## src/rtl/clause_dispatch_ctrl.sv

```systemverilog
// Clause dispatch controller: reads clauses from memory and keeps an ordered window of them for the arbiter.
// Latency: mem_req one cycle after start; a returned clause is offered the cycle after its mem_valid edge.
// Backpressure: no new reads while window plus outstanding reads fill OUT_CNT; optional stall counter under CLAUSE_DISPATCH_STALL_CNT_EN.
module clause_dispatch_ctrl #(
    parameter int OUT_CNT  = 4,
    parameter int CLAUSE_W = 15,
    parameter int ADDR_W   = 16,
    localparam int CNT_W   = $clog2(OUT_CNT) + 1
) (
    input  logic                         clock,
    input  logic                         reset,
    input  logic                         start,
    input  logic [ADDR_W-1:0]            base_addr,
    input  logic [ADDR_W-1:0]            num_clauses,
    output logic                         mem_req,
    output logic [ADDR_W-1:0]            mem_addr,
    input  logic                         mem_valid,
    input  logic [CLAUSE_W-1:0]          mem_data,
    output logic [OUT_CNT*CLAUSE_W-1:0]  arb_clause,
    output logic [CNT_W-1:0]             arb_cnt,
    input  logic [CNT_W-1:0]             arb_accept,
    output logic                         busy,
    output logic                         done,
    output logic                         err
`ifdef CLAUSE_DISPATCH_STALL_CNT_EN
    ,
    output logic [31:0]                  stall_cnt
`endif
);

    typedef enum logic [1:0] {S_IDLE, S_RUN, S_DONE} state_t;

    state_t              state, state_n;
    logic [ADDR_W-1:0]   base_q, base_n, num_q, num_n;
    logic [ADDR_W-1:0]   issued_q, issued_n, retired_q, retired_n;
    logic [CNT_W-1:0]    cnt_q, cnt_n, out_q, out_n, acc_eff;
    logic [CLAUSE_W-1:0] win_q [OUT_CNT];
    logic [CLAUSE_W-1:0] win_n [OUT_CNT];
    logic                err_n, mem_req_n;
    logic [ADDR_W-1:0]   mem_addr_n;
    int                  acc_i, keep_i;

    // Next-state: window shift/append, read issue bookkeeping, FSM sequencing
    always_comb begin
        state_n   = state;
        base_n    = base_q;
        num_n     = num_q;
        issued_n  = issued_q;
        retired_n = retired_q;
        cnt_n     = cnt_q;
        out_n     = out_q;
        err_n     = err;
        win_n     = win_q;
        acc_eff   = '0;
        acc_i     = 0;
        keep_i    = 0;
        case (state)
            S_IDLE: begin
                if (start) begin
                    base_n    = base_addr;
                    num_n     = num_clauses;
                    issued_n  = '0;
                    retired_n = '0;
                    cnt_n     = '0;
                    out_n     = '0;
                    err_n     = 1'b0;
                    state_n   = (num_clauses == '0) ? S_DONE : S_RUN;
                end
            end
            S_RUN: begin
                // An over-large accept is clamped to what is actually offered
                if (arb_accept > cnt_q) begin
                    acc_eff = cnt_q;
                    err_n   = 1'b1;
                end else begin
                    acc_eff = arb_accept;
                end
                acc_i  = int'(acc_eff);
                keep_i = int'(cnt_q) - acc_i;
                for (int i = 0; i < OUT_CNT; i++) begin
                    win_n[i] = '0;
                    for (int j = 0; j < OUT_CNT; j++) begin
                        if (i < keep_i && j == i + acc_i) begin
                            win_n[i] = win_q[j];
                        end
                    end
                end
                cnt_n = cnt_q - acc_eff;
                out_n = out_q + CNT_W'(mem_req);
                // The returning clause lands just behind the survivors of this cycle's accept
                if (mem_valid) begin
                    if (out_q != '0) begin
                        for (int i = 0; i < OUT_CNT; i++) begin
                            if (i == keep_i) begin
                                win_n[i] = mem_data;
                            end
                        end
                        cnt_n = cnt_n + CNT_W'(1);
                        out_n = out_n - CNT_W'(1);
                    end else begin
                        err_n = 1'b1;
                    end
                end
                issued_n  = issued_q + ADDR_W'(mem_req);
                retired_n = retired_q + ADDR_W'(acc_eff);
                if (retired_n == num_q) begin
                    state_n = S_DONE;
                    cnt_n   = '0;
                    out_n   = '0;
                    for (int i = 0; i < OUT_CNT; i++) begin
                        win_n[i] = '0;
                    end
                end
            end
            S_DONE: state_n = S_IDLE;
            default: state_n = S_IDLE;
        endcase
        // The request is decided on the values that will be current while it is presented
        mem_req_n  = (state_n == S_RUN) && (issued_n < num_n) &&
                     ((int'(cnt_n) + int'(out_n)) < OUT_CNT);
        mem_addr_n = base_n + issued_n;
    end

    // State and registered outputs
    always_ff @(posedge clock) begin
        if (reset) begin
            state     <= S_IDLE;
            base_q    <= '0;
            num_q     <= '0;
            issued_q  <= '0;
            retired_q <= '0;
            cnt_q     <= '0;
            out_q     <= '0;
            for (int i = 0; i < OUT_CNT; i++) begin
                win_q[i] <= '0;
            end
            err       <= 1'b0;
            mem_req   <= 1'b0;
            mem_addr  <= '0;
            busy      <= 1'b0;
            done      <= 1'b0;
        end else begin
            state     <= state_n;
            base_q    <= base_n;
            num_q     <= num_n;
            issued_q  <= issued_n;
            retired_q <= retired_n;
            cnt_q     <= cnt_n;
            out_q     <= out_n;
            win_q     <= win_n;
            err       <= err_n;
            mem_req   <= mem_req_n;
            mem_addr  <= mem_addr_n;
            busy      <= (state_n == S_RUN);
            done      <= (state_n == S_DONE);
        end
    end

    assign arb_cnt = cnt_q;

    for (genvar g = 0; g < OUT_CNT; g++) begin : g_slot
        assign arb_clause[g*CLAUSE_W +: CLAUSE_W] = win_q[g];
    end

`ifdef CLAUSE_DISPATCH_STALL_CNT_EN
    logic [31:0] stall_q;

    // Counts RUN cycles where clauses are offered but the arbiter takes none
    always_ff @(posedge clock) begin
        if (reset) begin
            stall_q <= '0;
        end else if (state == S_IDLE && start) begin
            stall_q <= '0;
        end else if (state == S_RUN && cnt_q != '0 && arb_accept == '0 && stall_q != '1) begin
            stall_q <= stall_q + 32'd1;
        end
    end

    assign stall_cnt = stall_q;
`endif

endmodule

```

## config.mk

```make
export PLATFORM = sky130hd
export DESIGN_NAME = clause_dispatch_ctrl
export DESIGN_NICKNAME = d
export VERILOG_FILES = /design/src/rtl/clause_dispatch_ctrl.sv
export SDC_FILE = /design/constraint.sdc
export NUM_CORES = 1
export LEC_CHECK = 0
export CAP_MARGIN = 20
export CORE_MARGIN = 8
export CORE_UTILIZATION = 36
export CTS_BUF_LIST = sky130_fd_sc_hd__clkbuf_4
export CTS_CLUSTER_DIAMETER = 200
export CTS_CLUSTER_SIZE = 28
export DETAILED_ROUTE_END_ITERATION = 7
export PLACE_DENSITY = 0.56
export SLEW_MARGIN = 20
export SYNTH_ARGS = -nofsm -noshare
export SYNTH_HDL_FRONTEND = slang
export SYNTH_SLANG_ARGS = --single-unit
```

## constraint.sdc

```tcl
create_clock -name clock -period 7.67 [get_ports clock]
set_clock_uncertainty 0.05 [all_clocks]
set_input_delay 1.534 -clock clock [delete_from_list [all_inputs] [get_ports clock]]
set_output_delay 1.534 -clock clock [all_outputs]
set_load 0.02 [all_outputs]
```

Yosys cells after proc, flatten, opt, wreduce, memory -nomap -nowiden
Index checks and enable logic that the tools add are counted.

word-level totals
  bits in registers = 152
  latch bits = 0
  memory bits (writable) = 0
  memory bits (read-only) = 0
  input port bits = 54
  output and inout bits = 83
  word-level logic and storage cells = 135
  memories = 0

operators by class
  $add $sub $neg = 12
  multipliers = 0
  divide/modulo/power cells = 0
  $lt $le $gt $ge = 7
  equality and inequality tests = 20
  shift operators = 0
  muxes and demuxes = 52
  bitwise gates (word level) = 0
  reductions and logical operators = 28

operators by type and width
  cell                                                                    count
  15-bit two-way mux                                                      20
  60-bit two-way mux                                                      3
  32-bit zero test                                                        5
  2-bit by 32-bit equality test with 1-bit output (first input constant)  3
  3-bit by 32-bit equality test with 1-bit output (first input constant)  3
  16-bit two-way mux                                                      6
  16-bit one-hot mux with 2 select lines                                  2
  3-bit two-way mux                                                       10
  1-bit logical AND                                                       18
  16-bit by 1-bit adder with 16-bit output                                1
  16-bit adder                                                            1
  16-bit by 3-bit adder with 16-bit output                                1
  16-bit equality test                                                    1
  2-bit by 4-bit equality test with 1-bit output (first input constant)   4
  16-bit zero test                                                        1
  16-bit < comparator                                                     1
  3-bit one-hot mux with 2 select lines                                   2
  2-bit by 3-bit adder with 4-bit output (first input constant)           2
  3-bit by 4-bit equality test with 1-bit output (first input constant)   2
  3-bit by 4-bit < comparator with 1-bit output (first input constant)    2
  3-bit equality test (first input constant)                              2
  2-bit two-way mux                                                       3
  1-bit by 3-bit adder with 4-bit output (first input constant)           1
  3-bit by 3-bit adder with 4-bit output                                  1
  20 further kinds                                                        24

Depth between registers and ports, before layout
Gate-level depths: netlist (run 1).

  depth after elaboration = 14
  gate-level depth with buffers = 23
  mapped depth without buffers = 21

Worst setup path before layout (run 1)
Ideal clock, no wire load.

  path type = input to register
  start = in arb_accept[1]
  end = reg mem_req
  setup time = 59 ps
  data arrival time = 6106 ps
  data required time = 7561 ps
  path slack = 1455 ps
  cell stages on the path = 20
  path buffers = 2
  path through = ha_1 nor2b_1 o21ai_1 a32oi_2 mux2_2 ha_1 a211oi_2 or2_1 buf_6 o211ai_1 a2111oi_0 and4_4 nand2b_1 buf_4 nor2_1 o22a_1 ha_1 or4_1 a211oi_1 o311a_1

between the ends
  elaborated cells between the ends (all ways) = 20
  classes of those cells = add/sub (4); order compare (2); eq/ne (2); mux (10); reduce/logical (2)

RTL lines
  item                                               RTL line  text
  from (decl)                                        21        input logic [CNT_W-1:0] arb_accept,
  3-bit > comparator                                 72        if (arb_accept > cnt_q) begin
  3-bit two-way mux (*)                              72
  3-bit two-way mux (*)                              57        case (state)
  16-bit by 3-bit adder with 16-bit output (*)       105       retired_n = retired_q + ADDR_W'(acc_eff);
  16-bit equality test (*)                           106       if (retired_n == num_q) begin
  3-bit two-way mux (*)                              106
  3-bit one-hot mux with 2 select lines (*)          57
  named net out_n[2]                                 36        logic [CNT_W-1:0] cnt_q, cnt_n, out_q, out_n, acc_eff;
  3-bit by 3-bit adder with 4-bit output (*)         120       ((int'(cnt_n) + int'(out_n)) < OUT_CNT);
  4-bit by 3-bit < comparator with 1-bit output (*)  120
  1-bit logical AND (*)                              119       mem_req_n = (state_n == S_RUN) && (issued_n < num_n) &&
  to (signal assigned)                               152       mem_req <= mem_req_n;
  to (decl)                                          15        output logic mem_req,

Mark *: on every way through the listed nets, which the timed path passes. The rest lies on a longest branch. The select of a mux whose other input is x is not followed.
A chain may end at the register's enable or synchronous reset.

Final worst setup path (run 1)
Ends and elaborated chain as after synthesis.

==> results of run 1 <==
## flip-flops by register name, summed over array words and instances, names as in the netlist, 2 cells and up
| register | flops |
|---|---|
| out_q | 3 |
| retired_q | 16 |
| mem_addr | 16 |
| base_q | 16 |
| arb_cnt | 3 |
| arb_clause | 60 |
| issued_q | 16 |
| num_q | 16 |
| state | 2 |
## cell usage in the layout (no fill, tap or decap), types with 10 or more instances in the layout
| cell | count |
|---|---|
| o31ai_1 | 19 |
| nand3_1 | 14 |
| clkdlybuf4s50_1 | 135 |
| nor2_1 | 121 |
| nor2b_1 | 10 |
| mux2i_1 | 22 |
| nor3_1 | 18 |
| a21oi_1 | 106 |
| ha_1 | 51 |
| clkbuf_4 | 18 |
| nand2_1 | 138 |
| a22o_1 | 30 |
| dfxtp_1 | 152 |
| inv_1 | 20 |
| buf_4 | 17 |
| o21ai_0 | 40 |
| a21o_1 | 22 |
| a22oi_1 | 32 |
| xnor2_1 | 29 |
| a221oi_1 | 16 |
| and2_1 | 18 |
| xor2_1 | 19 |
| a222oi_1 | 15 |
## cells by family (layout without fill, tap and decap cells)
family / count (synthesis) / count (layout) / synth area share [%]
flops: 152 / 152 / 34.6
simple gates: 378 / 378 / 19.9
xor+xnor: 48 / 48 / 4.78
buf+inv: 87 / 204 / 4.37
mux: 25 / 25 / 2.89
fa+ha+maj: 54 / 54 / 7.94
compound gates: 324 / 324 / 25.5
other cells: 0 / 1 / 0
## critical path, stage by stage
cell             delay [ns]
clkdlybuf4s50_1        0.50
ha_1                   0.35
nor2b_1                0.14
o21ai_1                0.11
a32oi_2                0.43
mux2_2                 0.45
ha_1                   0.31
a211oi_2               0.31
or2_1                  0.35
o211ai_1               0.12
a2111oi_0              0.43
and4_4                 0.34
nand2b_1               0.25
nor2_1                 0.10
o22a_1                 0.21
ha_1                   0.26
or4_1                  0.46
a211oi_1               0.22
o311a_1                0.19
## power by group
group          switching, uW  internal, uW
clock                    333           138
combinational            322           184
sequential              20.0           817
total                    675          1140
## area by class of cell
cell class / count / area (um^2) / share of cell area, %
Clock buffer: 18 / 135 / 1.27
Antenna cell: 1 / 2.50 / 0.0235
Timing Repair Buffer: 152 / 1480 / 13.9
Sequential cell: 152 / 3040 / 28.6
Inverter: 20 / 75.1 / 0.705
Multi-Input combinational cell: 829 / 5390 / 50.6
Clock inverter: 14 / 113 / 1.06
Tap cell: 324 / 405 / 3.81
## path summary, 6_finish.rpt
check / endpoint / start / slack, ns / depth (start not counted)
worst max register to register: mem_req / arb_cnt[1] / 1.85 / 19
worst min-delay path: base_q[13] / base_q[13] / 0.42 / 2
worst min register to register: base_q[13] / base_q[13] / 0.42 / 2
worst max-delay path: mem_req / arb_accept[1] / 1.04 / 19
## through the flow
step | cell area [um^2] | hold WS [ns] | setup slack, ns
after global placement | 10400 | 0.400 | 0.660
after global routing | 10600 | 0.441 | 0.666
after detailed placement | 10400 | 0.407 | 0.461
after CTS | 10600 | 0.425 | 1.07
final | 10600 | 0.424 | 1.04
after floorplan | 8790 | 0.394 | 1.45
## layer usage
metal	track usage, %	vias up
li1	-	4086
met1	23.7	3851
met2	30.3	311
met3	3.45	34
met4	6.15	0
met5	0	-
==> impl_results.html, run 1 <==
<table>
<tr><th>Metric</th><th>Value</th></tr>
<tr><th colspan="2">Critical path</th></tr>
<tr><td>Data required time at the worst endpoint</td><td>8.12 ns</td></tr>
<tr><td>Arrival time of the worst setup path</td><td>7.08 ns</td></tr>
<tr><td>Largest driver fanout on the critical path</td><td>8</td></tr>
<tr><td>Type of the worst setup path</td><td>input port to flop</td></tr>
<tr><td>Endpoint class of the critical path</td><td>flop</td></tr>
<tr><td>Startpoint kind of the worst setup timing path</td><td>input port</td></tr>
<tr><th colspan="2">STA</th></tr>
<tr><td>Unrepaired setup endpoints after global routing</td><td>false</td></tr>
<tr><td>Pins over their slew limit</td><td>0</td></tr>
<tr><td>Least-Margin Pin Slew</td><td>0.985 ns</td></tr>
<tr><td>Sum Neg Setup Slack</td><td>0 ns</td></tr>
<tr><td>Peak clock frequency supported by timing</td><td>0.151 GHz</td></tr>
<tr><td>Final critical path time including I/O delays and setup</td><td>6.63 ns</td></tr>
<tr><td>Final clock period utilization by the worst path</td><td>86.4%</td></tr>
<tr><td>Hold Violations, Final</td><td>0</td></tr>
<tr><td>Max-slew headroom at the worst pin</td><td>34.3%</td></tr>
<tr><td>Number of failing setup endpoints in the final timing report</td><td>0</td></tr>
<tr><th colspan="2">Final layout</th></tr>
<tr><td>Relative area change from synthesis to final layout</td><td>21.0%</td></tr>
<tr><td>Share of layout cells above drive strength 1</td><td>6.08%</td></tr>
<tr><td>Nets</td><td>1280</td></tr>
<tr><td>Core utilization of the finished layout</td><td>44.0%</td></tr>
<tr><td>Filler-free cell count of the finished design</td><td>1510</td></tr>
<tr><td>Filler cells</td><td>2427</td></tr>
<tr><th colspan="2">Power</th></tr>
<tr><td>VDD IR-drop max</td><td>71.4 uV</td></tr>
<tr><td>Power per cell area</td><td>171 nW/um^2</td></tr>
<tr><td>Static leakage</td><td>0.00406 uW</td></tr>
<tr><td>Power, Total</td><td>1810 uW</td></tr>
<tr><th colspan="2">Synth</th></tr>
<tr><td>Area share of the leading cell type in the synthesized netlist</td><td>34.6%</td></tr>
<tr><td>Commonest cells in the synthesized netlist</td><td>dfxtp_1, nand2_1, nor2_1, a21oi_1</td></tr>
<tr><td>Sequential share of the synthesized area</td><td>34.6%</td></tr>
<tr><td>Async S/R FF share, synth</td><td>0%</td></tr>
<tr><td>Total nets after synthesis</td><td>1176</td></tr>
<tr><td>Mean cell area of the mapped netlist</td><td>8.23 um^2</td></tr>
<tr><td>Top area cells in the synthesized netlist</td><td>dfxtp_1, ha_1, a21oi_1, nand2_1, nor2_1</td></tr>
<tr><td>Number of register bits inferred by synthesis</td><td>152</td></tr>
<tr><td>Leading area contributor after synthesis</td><td>dfxtp_1</td></tr>
<tr><td>Top flip-flop cell by instance count after synthesis</td><td>dfxtp_1</td></tr>
<tr><td>Number of flops mapped to enable cells by yosys</td><td>0</td></tr>
<tr><td>Netlist Area Pre-Place</td><td>8790 um^2</td></tr>
<tr><td>Most used standard cell by instance count after synthesis</td><td>dfxtp_1</td></tr>
<tr><td>Synth Instances</td><td>1068</td></tr>
<tr><td>Synthesis warning total</td><td>0</td></tr>
<tr><td>Count of distinct cell types in the synthesized netlist</td><td>77</td></tr>
<tr><th colspan="2">GRT</th></tr>
<tr><td>Number of global-route vias before repair</td><td>8020</td></tr>
<tr><td>Aggregate global routing overflow</td><td>0</td></tr>
<tr><td>Pin count of the biggest net entering global routing</td><td>70</td></tr>
<tr><td>Wire length of the first global-routing pass</td><td>43300 um</td></tr>
<tr><td>Antenna violations before repair</td><td>1</td></tr>
<tr><td>Global-route usage over all layers</td><td>18.4%</td></tr>
<tr><th colspan="2">Floorplanning</th></tr>
<tr><td>Height of the die</td><td>172 um</td></tr>
<tr><td>Core Box Area</td><td>24200 um^2</td></tr>
<tr><td>Die Span X</td><td>172 um</td></tr>
<tr><td>Std cell rows</td><td>57</td></tr>
<tr><td>Die footprint</td><td>29700 um^2</td></tr>
<tr><td>Num ports</td><td>137</td></tr>
<tr><td>Effective utilization at floorplan</td><td>36.4%</td></tr>
<tr><th colspan="2">Run status</th></tr>
<tr><td>Run status</td><td>finished, final reports clean</td></tr>
<tr><th colspan="2">Hold path</th></tr>
<tr><td>Class of the tightest hold or removal check</td><td>flop to flop</td></tr>
<tr><th colspan="2">Detailed routing</th></tr>
<tr><td>Count of TritonRoute iterations in the first routing pass</td><td>6</td></tr>
<tr><td>Total via count after detailed routing</td><td>8282</td></tr>
<tr><td>Initial detailed-routing violation count</td><td>803</td></tr>
<tr><td>Wire length per cell</td><td>18.4 um</td></tr>
<tr><td>DR WL met3</td><td>2030 um</td></tr>
<tr><td>Routed length on met1</td><td>12600 um</td></tr>
<tr><td>DRC</td><td>0</td></tr>
<tr><td>Top metal layer carrying routed signals</td><td>met4</td></tr>
<tr><td>Post-DR vias/cell</td><td>5.48</td></tr>
<tr><td>Routed wire length on met2</td><td>12700 um</td></tr>
<tr><td>Antenna viol nets, final</td><td>0</td></tr>
<tr><td>Drt total wl</td><td>27700 um</td></tr>
<tr><th colspan="2">Placement</th></tr>
<tr><td>Half-perimeter wire length after detailed placement</td><td>19600 um</td></tr>
<tr><td>RD Place Congestion</td><td>0.864</td></tr>
<tr><td>Count of placed standard cells including taps</td><td>1477</td></tr>
<tr><td>Count of input and output buffers</td><td>136</td></tr>
<tr><th colspan="2">Clock tree</th></tr>
<tr><td>CTS Hold Buffers Added</td><td>0</td></tr>
<tr><td>Clk sink count</td><td>152</td></tr>
<tr><td>Post_cts resized</td><td>0</td></tr>
<tr><td>Clock latency reported for the late side of the worst-skew pair</td><td>0.57 ns</td></tr>
<tr><td>Clock-pin slew reported for the worst setup and hold paths after clock tree synthesis</td><td>0.14 ns</td></tr>
<tr><td>Cell at the root of the clock tree</td><td>clkbuf_4</td></tr>
<tr><td>Setup bufs post-CTS</td><td>0</td></tr>
<tr><td>Level count of the clock H-tree</td><td>4</td></tr>
<tr><td>Number of buffers on the longest clock path</td><td>2</td></tr>
<tr><td>Number of clock buffers inserted by TritonCTS</td><td>17</td></tr>
<tr><td>TritonCTS clock tree</td><td>done</td></tr>
<tr><th colspan="2">Flow run</th></tr>
<tr><td>Max-cap violations</td><td>0</td></tr>
</table>
Power figures use the tool's default switching activity.
==> run 2, diff against run 1 <==
--- a/config.mk
+++ b/config.mk
@@ -12,7 +12,8 @@
 export CTS_CLUSTER_DIAMETER = 200
 export CTS_CLUSTER_SIZE = 28
 export DETAILED_ROUTE_END_ITERATION = 7
-export PLACE_DENSITY = 0.56
+export PLACE_DENSITY = 0.55
+export SKIP_LAST_GASP = 1
 export SLEW_MARGIN = 20
 export SYNTH_ARGS = -nofsm -noshare
 export SYNTH_HDL_FRONTEND = slang
==> impl_results.html, run 2 (same netlist as run 1, synthesis figures left out) <==
<table>
<tr><th>Metric</th><th>Value</th></tr>
<tr><th colspan="2">Run status</th></tr>
<tr><td>Run status</td><td>finished, final reports clean (unchanged)</td></tr>
<tr><th colspan="2">Floorplanning</th></tr>
<tr><td>Core Box Area</td><td>24200 um^2 (unchanged)</td></tr>
<tr><td>Effective utilization at floorplan</td><td>36.4% (unchanged)</td></tr>
<tr><td>Die footprint</td><td>29700 um^2 (unchanged)</td></tr>
<tr><td>Num ports</td><td>137 (unchanged)</td></tr>
<tr><td>Std cell rows</td><td>57 (unchanged)</td></tr>
<tr><td>Height of the die</td><td>172 um (unchanged)</td></tr>
<tr><td>Die Span X</td><td>172 um (unchanged)</td></tr>
<tr><th colspan="2">Clock tree</th></tr>
<tr><td>Post_cts resized</td><td>0 (unchanged)</td></tr>
<tr><td>Clk sink count</td><td>152 (unchanged)</td></tr>
<tr><td>Clock-pin slew reported for the worst setup and hold paths after clock tree synthesis</td><td>0.14 ns (about the same)</td></tr>
<tr><td>Number of clock buffers inserted by TritonCTS</td><td>17 (unchanged)</td></tr>
<tr><td>Number of buffers on the longest clock path</td><td>2 (unchanged)</td></tr>
<tr><td>Setup bufs post-CTS</td><td>0 (unchanged)</td></tr>
<tr><td>Level count of the clock H-tree</td><td>4 (unchanged)</td></tr>
<tr><td>Cell at the root of the clock tree</td><td>clkbuf_4 (unchanged)</td></tr>
<tr><td>CTS Hold Buffers Added</td><td>0 (unchanged)</td></tr>
<tr><td>Clock latency reported for the late side of the worst-skew pair</td><td>0.57 ns (about the same)</td></tr>
<tr><td>TritonCTS clock tree</td><td>done (unchanged)</td></tr>
<tr><th colspan="2">STA</th></tr>
<tr><td>Final hold slack</td><td>0.424 ns (about the same)</td></tr>
<tr><td>Max-slew headroom at the worst pin</td><td>33.0% (was 34.3%)</td></tr>
<tr><td>Unrepaired setup endpoints after global routing</td><td>false (unchanged)</td></tr>
<tr><td>Pins over their slew limit</td><td>0 (unchanged)</td></tr>
<tr><td>Sum Neg Setup Slack</td><td>0 ns (unchanged)</td></tr>
<tr><td>Hold Violations, Final</td><td>0 (unchanged)</td></tr>
<tr><td>Peak clock frequency supported by timing</td><td>0.148 GHz (was 0.151 GHz)</td></tr>
<tr><td>Number of failing setup endpoints in the final timing report</td><td>0 (unchanged)</td></tr>
<tr><td>Least-Margin Pin Slew</td><td>1.00 ns (was 0.985 ns)</td></tr>
<tr><td>Final critical path time including I/O delays and setup</td><td>6.77 ns (was 6.63 ns)</td></tr>
<tr><td>Final clock period utilization by the worst path</td><td>88.3% (was 86.4%)</td></tr>
<tr><th colspan="2">Detailed routing</th></tr>
<tr><td>DRC</td><td>0 (unchanged)</td></tr>
<tr><td>Initial detailed-routing violation count</td><td>672 (was 803)</td></tr>
<tr><td>Antenna viol nets, final</td><td>0 (unchanged)</td></tr>
<tr><td>Drt total wl</td><td>27800 um (was 27700 um)</td></tr>
<tr><td>Count of TritonRoute iterations in the first routing pass</td><td>7 (was 6)</td></tr>
<tr><td>Post-DR vias/cell</td><td>5.45 (was 5.48)</td></tr>
<tr><td>Total via count after detailed routing</td><td>8244 (was 8282)</td></tr>
<tr><td>Wire length per cell</td><td>18.4 um (about the same)</td></tr>
<tr><th colspan="2">Critical path</th></tr>
<tr><td>Arrival time of the worst setup path</td><td>7.23 ns (was 7.08 ns)</td></tr>
<tr><td>Buf/Inv on CP</td><td>1 (unchanged)</td></tr>
<tr><td>Type of the worst setup path</td><td>input port to flop (unchanged)</td></tr>
<tr><td>Largest driver fanout on the critical path</td><td>9 (was 8)</td></tr>
<tr><td>Endpoint class of the critical path</td><td>flop (unchanged)</td></tr>
<tr><td>Crit-path max cell delay</td><td>0.50 ns (about the same)</td></tr>
<tr><td>Slowest library cell on the worst path</td><td>a2111oi_0 (was clkdlybuf4s50_1)</td></tr>
<tr><td>Ordered list of cells on the worst path</td><td>clkdlybuf4s50_1, ha_1, nor2b_1, o21ai_1, a32oi_2, mux2_2, ha_1, a211oi_2, or2_1, o211ai_1, a2111oi_0, and4_4, nand2b_1, nor2_1, o22a_1, ha_1, or4_1, a211oi_1, o311a_1 (unchanged)</td></tr>
<tr><td>Crit-path most repeated cell</td><td>ha_1 (unchanged)</td></tr>
<tr><td>Cell class contributing the biggest share of worst-path delay</td><td>compound AO/OA/AOI/OAI gates (unchanged)</td></tr>
<tr><td>Data required time at the worst endpoint</td><td>8.13 ns (was 8.12 ns)</td></tr>
<tr><td>Startpoint kind of the worst setup timing path</td><td>input port (unchanged)</td></tr>
<tr><th colspan="2">Power</th></tr>
<tr><td>Clock network fraction of design power</td><td>28.4% (was 26.0%)</td></tr>
<tr><td>Power per cell area</td><td>175 nW/um^2 (was 171 nW/um^2)</td></tr>
<tr><td>Net switching component of the power</td><td>672 uW (was 675 uW)</td></tr>
<tr><td>Power, Total</td><td>1880 uW (was 1810 uW)</td></tr>
<tr><td>Sequential share of power</td><td>44.6% (was 46.1%)</td></tr>
<tr><td>Logic gate share of total power</td><td>27.0% (was 27.9%)</td></tr>
<tr><td>Switching portion of total power</td><td>35.8% (was 37.2%)</td></tr>
<tr><td>Int Power</td><td>1210 uW (was 1140 uW)</td></tr>
<tr><td>Static leakage</td><td>0.00410 uW (was 0.00406 uW)</td></tr>
<tr><td>VDD IR-drop max</td><td>72.2 uV (was 71.4 uV)</td></tr>
<tr><th colspan="2">Final layout</th></tr>
<tr><td>Nets</td><td>1284 (was 1280)</td></tr>
<tr><td>Commonest non-fill, non-tap cells in the layout</td><td>dfxtp_1, nand2_1, clkdlybuf4s50_1 (unchanged)</td></tr>
<tr><td>Most frequent standard cell in the layout excluding fill and tap cells</td><td>dfxtp_1 (unchanged)</td></tr>
<tr><td>Number of flip-flops in the largest register</td><td>60 (unchanged)</td></tr>
<tr><td>Share of layout cells above drive strength 1</td><td>6.22% (was 6.08%)</td></tr>
<tr><td>Relative area change from synthesis to final layout</td><td>21.8% (was 21.0%)</td></tr>
<tr><td>Filler-free cell count of the finished design</td><td>1514 (was 1510)</td></tr>
<tr><th colspan="2">GRT</th></tr>
<tr><td>Wire length of the first global-routing pass</td><td>44200 um (was 43300 um)</td></tr>
<tr><td>Antenna violations before repair</td><td>1 (unchanged)</td></tr>
<tr><td>Global-route usage over all layers</td><td>18.8% (was 18.4%)</td></tr>
<tr><td>Pin count of the biggest net entering global routing</td><td>59 (was 70)</td></tr>
<tr><td>Aggregate global routing overflow</td><td>0 (unchanged)</td></tr>
<tr><td>Number of global-route vias before repair</td><td>8113 (was 8020)</td></tr>
<tr><th colspan="2">Placement</th></tr>
<tr><td>Count of placed standard cells including taps</td><td>1481 (was 1477)</td></tr>
<tr><td>RD Place Congestion</td><td>0.851 (was 0.864)</td></tr>
<tr><td>Count of input and output buffers</td><td>136 (unchanged)</td></tr>
<tr><td>Half-perimeter wire length after detailed placement</td><td>19700 um (was 19600 um)</td></tr>
<tr><th colspan="2">Flow run</th></tr>
<tr><td>Max-cap violations</td><td>0 (unchanged)</td></tr>
<tr><th colspan="2">Hold path</th></tr>
<tr><td>Class of the tightest hold or removal check</td><td>flop to flop (unchanged)</td></tr>
</table>
run 2: worst paths after layout:
check,start,to,slack [ns],cells past startpoint
max,arb_accept[1],mem_req,0.90,19
min,base_q[12],base_q[12],0.42,2
max reg2reg,arb_cnt[1],mem_req,1.64,19
min reg2reg,base_q[12],base_q[12],0.42,2
run 2: through the flow:
stage	utilization [%]	setup WS [ns]	instance area, um^2
finish	44.3	0.900	10700
global route	44.3	0.466	10700
CTS	44.3	0.951	10700
detailed placement	43.1	0.332	10400
global placement	43.1	0.549	10400
floorplan	-	1.45	8790
run 2: layer usage:
layer  vias to the layer above  global-route usage, %  part of all wire (%)
li1                       4100                      -                     -
met2                       308                   31.4                    46
met1                      3806                   23.8                    45
met4                         0                   5.58                   1.5
met5                         -                      0                     0
met3                        30                   4.18                   7.5
run 2: worst reg2reg max path, cell delays in order (launching register included):
cell and delay [ns]:
dfxtp_1 0.55, inv_1 0.18, ha_1 0.34, nor2b_1 0.13
o21ai_1 0.10, a32oi_2 0.42, mux2_2 0.46, ha_1 0.32
a211oi_2 0.30, or2_1 0.36, o211ai_1 0.12, a2111oi_0 0.50
and4_4 0.36, nand2b_1 0.32, nor2_1 0.11, o22a_1 0.22
ha_1 0.27, or4_1 0.46, a211oi_1 0.22, o311a_1 0.18
run 2: final cells by class:
cell class	count	area, um^2
fillers	2397	13500
multi-input cells	829	5380
flip-flops and latches	152	3040
repair buffers	156	1510
well taps	324	405
clock inverters	15	166
clock buffers	17	128
inverters	20	75.1
diodes	1	2.50
run 2: power groups by stage:
stage | sequential [uW] | clock, uW | combinational, uW
finish | 837 | 532 | 508
global route | 841 | 581 | 564
CTS | 838 | 548 | 509
detailed placement | 855 | 0 | 506
global placement | 854 | 0 | 508
floorplan | 865 | 0 | 313
